--- config.mk ---
export PLATFORM = sky130hd
export DESIGN_NAME = spi_flash_responder
export DESIGN_NICKNAME = d
export VERILOG_FILES = /design/src/rtl/spi_flash_pkg.sv /design/src/rtl/spi_flash_sync.sv /design/src/rtl/spi_flash_responder.sv
export SDC_FILE = /design/constraint.sdc
export NUM_CORES = 1
export LEC_CHECK = 0
export CAP_MARGIN = 20
export CELL_PAD_IN_SITES_DETAIL_PLACEMENT = 1
export CELL_PAD_IN_SITES_GLOBAL_PLACEMENT = 1
export CORE_MARGIN = 5
export CORE_UTILIZATION = 41
export CTS_CLUSTER_SIZE = 10
export DETAILED_ROUTE_END_ITERATION = 16
export GPL_TIMING_DRIVEN = 0
export MAX_ROUTING_LAYER = met4
export PLACE_DENSITY = 0.8
export RECOVER_POWER = 100
export REMOVE_ABC_BUFFERS = 1
export SLEW_MARGIN = 0
export SYNTH_ARGS = -nofsm -noshare
export SYNTH_HDL_FRONTEND = slang
export SYNTH_SLANG_ARGS = --single-unit
--- constraint.sdc ---
create_clock -name sys_clk -period 2.1 [get_ports sys_clk]
set_input_delay 0.42 -clock sys_clk [delete_from_list [all_inputs] [get_ports sys_clk]]
set_output_delay 0.42 -clock sys_clk [all_outputs]
set_load 0.02 [all_outputs]
--- src/rtl/spi_flash_pkg.sv ---
// spi_flash_pkg: opcodes, FSM states and dummy-cycle count shared by the flash responder
package spi_flash_pkg;
   localparam logic [7:0] OP_READ      = 8'h03;
   localparam logic [7:0] OP_FAST_READ = 8'h0B;
   localparam logic [7:0] OP_RDID      = 8'h9F;
   localparam int         DUMMY_BITS   = 8;
   typedef enum logic [2:0] {
      ST_IDLE,
      ST_CMD,
      ST_ADDR,
      ST_DUMMY,
      ST_DATA,
      ST_ID,
      ST_IGNORE
   } state_t;
endpackage

--- src/rtl/spi_flash_sync.sv ---
// spi_flash_sync: brings the async SPI pins into sys_clk and detects spi_clk edges
module spi_flash_sync (
   input  logic sys_clk,
   input  logic sys_reset,
   input  logic spi_cs_n,
   input  logic spi_clk,
   input  logic spi_mosi,
   output logic cs_n_s,
   output logic mosi_s,
   output logic rise,
   output logic fall
);
   logic [1:0] cs_q, cs_d;
   logic [2:0] clk_q, clk_d;
   logic [1:0] mosi_q, mosi_d;
   // two synchronizer stages per pin, plus a third stage on spi_clk for edge detection
   always_comb begin
      cs_d   = {cs_q[0], spi_cs_n};
      clk_d  = {clk_q[1:0], spi_clk};
      mosi_d = {mosi_q[0], spi_mosi};
   end
   // chip select resets deasserted so the responder cannot start a transfer out of reset
   always_ff @(posedge sys_clk or posedge sys_reset) begin
      if (sys_reset) begin
         cs_q   <= 2'b11;
         clk_q  <= '0;
         mosi_q <= '0;
      end else begin
         cs_q   <= cs_d;
         clk_q  <= clk_d;
         mosi_q <= mosi_d;
      end
   end
   assign cs_n_s = cs_q[1];
   assign mosi_s = mosi_q[1];
   assign rise   = clk_q[1] & ~clk_q[2];
   assign fall   = ~clk_q[1] & clk_q[2];
endmodule

--- src/rtl/spi_flash_responder.sv ---
// spi_flash_responder: mode-0 SPI flash emulator serving READ, FAST READ and JEDEC ID from a byte memory
module spi_flash_responder
   import spi_flash_pkg::*;
#(
   parameter int          ADDR_W   = 16,
   parameter logic [23:0] JEDEC_ID = 24'hEF4017
) (
   input  logic              sys_clk,
   input  logic              sys_reset,
   input  logic              spi_cs_n,
   input  logic              spi_clk,
   input  logic              spi_mosi,
   output logic              spi_miso,
   output logic              spi_miso_oe,
   output logic              mem_req,
   output logic [ADDR_W-1:0] mem_addr,
   input  logic [7:0]        mem_rdata,
   output logic              busy,
   output logic              cmd_err
);
   logic cs_n_s, mosi_s, rise, fall;
   spi_flash_sync u_sync (
      .sys_clk  (sys_clk),
      .sys_reset(sys_reset),
      .spi_cs_n (spi_cs_n),
      .spi_clk  (spi_clk),
      .spi_mosi (spi_mosi),
      .cs_n_s   (cs_n_s),
      .mosi_s   (mosi_s),
      .rise     (rise),
      .fall     (fall)
   );
   state_t            state_q, state_d;
   logic [4:0]        cnt_q, cnt_d;
   logic [ADDR_W-2:0] shift_q, shift_d;
   logic              fast_q, fast_d;
   logic [7:0]        tx_q, tx_d;
   logic [7:0]        hold_q, hold_d;
   logic              first_q, first_d;
   logic              reload_q, reload_d;
   logic              rvalid_q, rvalid_d;
   logic [1:0]        id_idx_q, id_idx_d;
   logic              miso_q, miso_d;
   logic              oe_q, oe_d;
   logic              mem_req_q, mem_req_d;
   logic [ADDR_W-1:0] mem_addr_q, mem_addr_d;
   logic              busy_q, busy_d;
   logic              cmd_err_q, cmd_err_d;
   logic [7:0]        op, tx_src;
   logic [ADDR_W-1:0] addr_in;
   logic [1:0]        id_nxt;
   function automatic logic [7:0] id_byte(input logic [1:0] i);
      return i == 2'd0 ? JEDEC_ID[23:16] : i == 2'd1 ? JEDEC_ID[15:8] : JEDEC_ID[7:0];
   endfunction
   // next-state logic: command decode, address capture, memory prefetch and MISO serialisation
   always_comb begin
      state_d    = state_q;
      cnt_d      = cnt_q;
      shift_d    = shift_q;
      fast_d     = fast_q;
      tx_d       = tx_q;
      hold_d     = hold_q;
      first_d    = first_q;
      reload_d   = reload_q;
      rvalid_d   = mem_req_q;
      id_idx_d   = id_idx_q;
      miso_d     = miso_q;
      mem_req_d  = 1'b0;
      mem_addr_d = mem_addr_q;
      cmd_err_d  = 1'b0;
      op         = {shift_q[6:0], mosi_s};
      addr_in    = {shift_q, mosi_s};
      tx_src     = reload_q ? hold_q : tx_q;
      id_nxt     = id_idx_q == 2'd2 ? 2'd0 : id_idx_q + 2'd1;
      if (rvalid_q) begin
         if (first_q) begin
            tx_d    = mem_rdata;
            first_d = 1'b0;
         end else begin
            hold_d = mem_rdata;
         end
      end
      if (cs_n_s) begin
         state_d  = ST_IDLE;
         cnt_d    = '0;
         shift_d  = '0;
         miso_d   = 1'b0;
         first_d  = 1'b0;
         reload_d = 1'b0;
      end else begin
         case (state_q)
            ST_IDLE: begin
               state_d = ST_CMD;
               cnt_d   = '0;
            end
            ST_CMD: if (rise) begin
               shift_d = {shift_q[ADDR_W-3:0], mosi_s};
               cnt_d   = cnt_q == 5'd7 ? 5'd0 : cnt_q + 5'd1;
               if (cnt_q == 5'd7) begin
                  if (op == OP_READ || op == OP_FAST_READ) begin
                     state_d = ST_ADDR;
                     fast_d  = op == OP_FAST_READ;
                  end else if (op == OP_RDID) begin
                     state_d  = ST_ID;
                     tx_d     = id_byte(2'd0);
                     id_idx_d = 2'd0;
                     reload_d = 1'b0;
                  end else begin
                     state_d   = ST_IGNORE;
                     cmd_err_d = 1'b1;
                  end
               end
            end
            ST_ADDR: if (rise) begin
               shift_d = {shift_q[ADDR_W-3:0], mosi_s};
               cnt_d   = cnt_q == 5'd23 ? 5'd0 : cnt_q + 5'd1;
               if (cnt_q == 5'd23) begin
                  mem_addr_d = addr_in;
                  state_d    = fast_q ? ST_DUMMY : ST_DATA;
                  mem_req_d  = ~fast_q;
                  first_d    = ~fast_q;
                  reload_d   = 1'b0;
               end
            end
            ST_DUMMY: if (rise) begin
               cnt_d = cnt_q == 5'(DUMMY_BITS - 1) ? 5'd0 : cnt_q + 5'd1;
               if (cnt_q == 5'(DUMMY_BITS - 1)) begin
                  state_d   = ST_DATA;
                  mem_req_d = 1'b1;
                  first_d   = 1'b1;
                  reload_d  = 1'b0;
               end
            end
            ST_DATA, ST_ID: if (fall) begin
               miso_d   = tx_src[7];
               tx_d     = {tx_src[6:0], 1'b0};
               reload_d = cnt_q == 5'd7;
               cnt_d    = cnt_q == 5'd7 ? 5'd0 : cnt_q + 5'd1;
               if (cnt_q == 5'd7 && state_q == ST_DATA) begin
                  mem_req_d  = 1'b1;
                  mem_addr_d = mem_addr_q + ADDR_W'(1);
               end
               if (cnt_q == 5'd7 && state_q == ST_ID) begin
                  hold_d   = id_byte(id_nxt);
                  id_idx_d = id_nxt;
               end
            end
            default: ;
         endcase
      end
      oe_d   = state_d == ST_DATA || state_d == ST_ID;
      busy_d = state_d != ST_IDLE;
   end
   // single register bank for FSM state, datapath and all registered outputs
   always_ff @(posedge sys_clk or posedge sys_reset) begin
      if (sys_reset) begin
         state_q    <= ST_IDLE;
         cnt_q      <= '0;
         shift_q    <= '0;
         fast_q     <= 1'b0;
         tx_q       <= '0;
         hold_q     <= '0;
         first_q    <= 1'b0;
         reload_q   <= 1'b0;
         rvalid_q   <= 1'b0;
         id_idx_q   <= '0;
         miso_q     <= 1'b0;
         oe_q       <= 1'b0;
         mem_req_q  <= 1'b0;
         mem_addr_q <= '0;
         busy_q     <= 1'b0;
         cmd_err_q  <= 1'b0;
      end else begin
         state_q    <= state_d;
         cnt_q      <= cnt_d;
         shift_q    <= shift_d;
         fast_q     <= fast_d;
         tx_q       <= tx_d;
         hold_q     <= hold_d;
         first_q    <= first_d;
         reload_q   <= reload_d;
         rvalid_q   <= rvalid_d;
         id_idx_q   <= id_idx_d;
         miso_q     <= miso_d;
         oe_q       <= oe_d;
         mem_req_q  <= mem_req_d;
         mem_addr_q <= mem_addr_d;
         busy_q     <= busy_d;
         cmd_err_q  <= cmd_err_d;
      end
   end
   assign spi_miso    = miso_q;
   assign spi_miso_oe = oe_q;
   assign mem_req     = mem_req_q;
   assign mem_addr    = mem_addr_q;
   assign busy        = busy_q;
   assign cmd_err     = cmd_err_q;
endmodule

# Word-level counts from Yosys, hierarchy flattened
# Index checks and enable logic that the tools add are counted.
[word_totals]
input_bits = 13
regBits = 73
output_inout_bits = 21
[classes]
n_reduce_logical = 25
n_mux = 87
addsub = 3
eq_ne = 33
n_bitwise = 6
[op_table]
columns = ["op", "n"]
rows = [
  ["$mux 8", 16],
  ["$mux 16", 4],
  ["$mux 15", 3],
  ["$mux 1", 32],
  ["$pmux 16 s2", 1],
  ["$mux 5", 6],
  ["$mux 3", 9],
  ["$ne 3x2->1 const B", 9],
  ["$pmux 5 s4", 1],
  ["$ne 2x2->1 const B", 9],
  ["$add 16x1->16 const B", 1],
  ["$mux 2", 8],
  ["$pmux 8 s2", 1],
  ["$eq 3x3->1 const B", 4],
  ["$pmux 3 s4", 1],
  ["$reduce_bool 2->1", 6],
  ["$reduce_and 10->1", 1],
  ["$reduce_bool 5->1", 2],
  ["$eq 8x2->1 const B", 1],
  ["$eq 8x4->1 const B", 1],
  ["$eq 8x8->1 const B", 1],
  ["$reduce_and 8->1", 1],
  ["$mux 7", 1],
  ["$eq 3x2->1 const B", 2],
  ["other kinds (24)", 33],
]

# Depth between registers and ports, before layout
[logic_depth]
depth_word = 9
depth_mapped = 8
ltp_nobuf = 6

# Hierarchy
# A second synthesis with hierarchy kept.
[unflattened]
cells_unflattened = 395
hier_area_um2 = 3793.6
[by_module_without_submodules]
columns = ["mod", "instances", "area_each_um2", "cells_each"]
rows = [
  ["spi_flash_responder", 1, 3597.2, 385],
  ["spi_flash_sync", 1, 196.4, 10],
]

# Worst setup path before layout
# OpenSTA, ideal clock, no wires.
[synth_path]
path_type = "register to register"
from = "reg cnt_q[0]"
to = "reg mem_addr_q[0] (netlist: mem_addr[0])"
path_buffers = 2
required_time_ps = 1976
setup_time_ps = 124
path_stages_with_launch = 8
t_arrival_ps = 1713
period_less_slack_ps = 1837
setup_slack_ps = 263
path_cell_list = "dfrtp_1 ha_1 and4b_1 buf_2 nand3_1 a211o_1 buf_2 a211o_1"
[synth_via]
elab_chain_len = 4
elab_cells_between_ends = 6
classes_between = "eq/ne (4); reduce/logical (2)"
[synth_lines]
columns = ["element", "line_no", "rtl"]
rows = [
  ["start: declaration", "spi_flash_responder.sv:34", "logic [4:0] cnt_q, cnt_d;"],
  ["start signal: assignment", "spi_flash_responder.sv:175", "cnt_q <= cnt_d;"],
  ["$eq 5x3->1", "spi_flash_responder.sv:139", "if (cnt_q == 5'd7 && state_q == ST_DATA) begin"],
  ["$logic_and 1x1->1", "spi_flash_responder.sv:139", ""],
  ["$ne 2x2->1 (no line)", "n/a", ""],
  ["$reduce_and 6->1 (no line) (*)", "n/a", ""],
  ["end signal: assignment", "spi_flash_responder.sv:187", "mem_addr_q <= mem_addr_d;"],
  ["end: declaration", "spi_flash_responder.sv:46", "logic [ADDR_W-1:0] mem_addr_q, mem_addr_d;"],
]
# Mark *: on every way between the ends. The rest lies on a longest branch, timed or not.
# A chain may end at the register's enable or synchronous reset.

# Worst setup path after layout
[layout_path]
from = "reg state_q[2]"
to = "reg shift_q[8]"
[layout_via]
elab_chain_len = 4
elab_cells_between_ends = 5
classes_between = "eq/ne (2); reduce/logical (3)"
[layout_lines]
columns = ["element", "line_no", "rtl"]
rows = [
  ["start: declaration", "spi_flash_responder.sv:33", "state_t state_q, state_d;"],
  ["start signal: assignment", "spi_flash_responder.sv:174", "state_q <= state_d;"],
  ["$eq 3x2->1 / $eq 3x1->1 (equally long branches)", "spi_flash_responder.sv:91", "case (state_q)"],
  ["$reduce_or 2->1 (no line) (*)", "n/a", ""],
  ["$reduce_bool 2->1 (no line) (*)", "n/a", ""],
  ["$reduce_and 2->1 (no line) (*)", "n/a", ""],
  ["end signal: assignment", "spi_flash_responder.sv:176", "shift_q <= shift_d;"],
  ["end: declaration", "spi_flash_responder.sv:35", "logic [ADDR_W-2:0] shift_q, shift_d;"],
]
# Marked as above.

==> run metrics <==
count of different cell masters after synthesis=57; final clock period utilization by the worst path=97.02%; wire length after detailed routing=10310 um; fraction of registers with async set or reset after synthesis=100.0%; # rows=35; Max-Slew Margin vs Limit=around a third; clk sinks=73; chip height=106.8 um; source-to-sink clock delay at the later pin of the worst-skew pair=360 ps; Setup Slack @ Placement=-851.0 ps; Crit path largest cell delay=between 500 and 600 ps; crit end category=flop; measured slew at the worst slew-check pin=1007 ps; via count of the first global-routing pass=3460; flop and latch count out of synthesis=73; # port buffers=33; Min Clock Period, post-route=2037 ps; reg2reg path depth=6; Critical R2R Capture=shift_q[8]; pwr dens=591.1 mW/mm^2; leading register cell type out of synthesis=dfrtp_1; final RePlAce weighted congestion=0.8464; share of synthesized area occupied by flip-flops and latches=47.64%; destination of the worst hold path=u_sync.mosi_q[1]; cell with the most instances after synthesis=dfrtp_1; startpoint types=flop; slowest cell on the critical path=dfrtp_2; TritonCTS clock tree=built; Syn Area/Cell=10.08 um^2; clock transition at the registers of the reported paths=80 ps; YS warnings=0; maximum VDD drop=0.0002436 V; largest area contributor in the synthesized netlist=dfrtp_1; initial core utilization=41.76%; number of pins exceeding their max-slew limit in the final report=0; maximum fanout along the worst path=15; # diodes=0; post-detail-place hpwl=6590 um; crit path cell chain=and2b_1, nand2_1, a21oi_1, nor2_4, buf_12, mux2_1; required time of the worst setup path=2330 ps; number of non-filler instances in the completed layout=about 530; number of placed instances, taps included=506; cell depth of the worst min-delay path=0; H-tree Lvls=3; maximum number of pins on one net before global-route repair=73; cell types with the largest area share after synthesis=dfrtp_1 (46%), mux2i_1 (6.8%), mux2_1 (3.8%); number of nets in the layout=431; Vias=between 3000 and 4000; die outline area=0.01140 mm^2; share of the synthesized area in the top cell type=46.27%; Std-Cell Core Area=roughly 0.0092 mm^2; violation count after the first detailed-routing iteration=150; fillcell total=1041; initial antenna violation count=0; Worst Hold Class=flop to flop; Max Cap Violations=0; DRC violation count after routing=0; least setup slack across all paths after layout=62.65 ps; final core area utilization=49.97%; source of the worst register-to-register timing path=state_q[2]; result of the run=finished clean; R2R setup slack=around 63 ps; final number of setup-violating endpoints=0; GR Util All Layers=about 20%; overall power consumption=2.717 mW; TritonCTS buffer count=9; post-DR wirelength/cell=just under 20 um; setup clock skew after layout=17.41 ps; arrival time reported for the critical path endpoint=2270 ps; Netlist Area Pre-Place=between 0.003 and 0.004 mm^2; area growth from synthesis to layout=19.68%; global-route wire length before repair=17280 um; overflow left after global routing=0; number of optimization iterations in the first detailed-route pass=4; Clock Tree Buf Depth=2; static leakage=1.947 nW; horizontal die dimension=106.8 um; I/O pin count=34; number of buffers inserted by hold repair at cts=0; CTS root buf=clkbuf_8; share of post-route cells with drive strength above 1=14.96%; Fin. Hold Viols=0; post-route ant nets=0; cells after synthesis=381; hold path start=u_sync.mosi_q[0]; top post-synthesis cells by count=dfrtp_1 (71), nand2_1 (33), nor2_1 (29); drt via density=5.932; type of the worst setup path=flop to flop; upper clock frequency limit=490.8 MHz; EDFF count, synth=0
worst max-delay path: cells and delay by family, from the launching register on:
family / cells / cell delay, ps
flops: 1 / 540
buf+inv: 1 / 160
compound gates: 1 / 290
mux: 1 / 310
simple gates: 3 / 620
logic make-up after synthesis:
kind of cell | share of synthesized area (%)
adders and majority gates | 0.6516
muxes | 14.40
DFF | 47.64
and+or+nand+nor | 19.91
buffers and inverters | 2.965
AOI/OAI and AO/OA | 14.43
where the power goes:
group | internal (mW) | switching, mW
Sequential | 1.42 | 0.0298
Combinational | 0.0580 | 0.0822
Clock | 0.580 | 0.541
repair_timing:
action                     CTS  global route
setup buffers                3             5
gates resized for setup     13             7
setup endpoints to repair   56            43
pin swaps                    1             4
cloned                       1             1
state kept, by name, summed over array words and instances, names as in the netlist:
signal	cells
spi_miso	1
mem_addr	16
u_sync.cs_q	2
cnt_q	5
cmd_err	1
rvalid_q	1
hold_q	8
first_q	1
mem_req	1
u_sync.clk_q	3
spi_miso_oe	1
busy	1
fast_q	1
reload_q	1
state_q	3
u_sync.mosi_q	2
id_idx_q	2
tx_q	8
shift_q	15
worst max-delay path by stage:
stage                from          end  slack, ps
2_1_floorplan   sys_reset         busy       -170
3_3_place_gp    sys_reset      tx_q[7]      -1430
3_5_place_dp   state_q[2]  mem_addr[0]       -850
4_1_cts          cnt_q[0]  mem_addr[0]         10
5_1_grt        state_q[2]   shift_q[3]        -40
6_report       state_q[2]   shift_q[8]         60
through the flow:
stage          setup TNS [ps]  hold slack (ps)  area (um^2)
2_1_floorplan          -12620            331.2         3749
3_3_place_gp          -123710            332.9         4218
3_5_place_dp           -24880            337.3         4248
4_1_cts                     0            271.6         4532
5_1_grt                -124.2            362.4         4596
6_report                    0            351.3         4596
layout by cell type, fill, tap and decap left out, types with 6 or more instances in the layout:
cell / n
o21ai_1: 7
o21ai_0: 11
clkbuf_8: 10
dfrtp_1: 68
nand3_1: 7
mux2_1: 13
dlygate4sd3_1: 15
clkdlybuf4s50_1: 18
nor3_1: 8
nand2_1: 33
nor2_1: 27
nor2b_1: 20
a21oi_1: 28
a31oi_1: 6
mux2_2: 13
mux2i_1: 26
nand4_1: 7
buf_4: 6
metal layers:
layer | vias up | GRT usage [%] | share of wire [%]
met2 | 50 | 31.74 | 51
met1 | 1636 | 24.78 | 45
met3 | 14 | 4.034 | 2.7
li1 | 1456 | - | -
met4 | 0 | 5.662 | 1.3
met5 | - | - | 0
final cells by class:
class / instances / area, um^2 / share of cell area, %
repair buffers: 42 / 422.9 / 9.202
clock buffers: 11 / 141.4 / 3.077
inverters: 6 / 23.77 / 0.5173
multi-input cells: 284 / 1976 / 42.99
flip-flops and latches: 73 / 1837 / 39.97
well taps: 111 / 138.9 / 3.022
clock inverters: 5 / 56.30 / 1.225
Power figures use the tool's default switching activity.
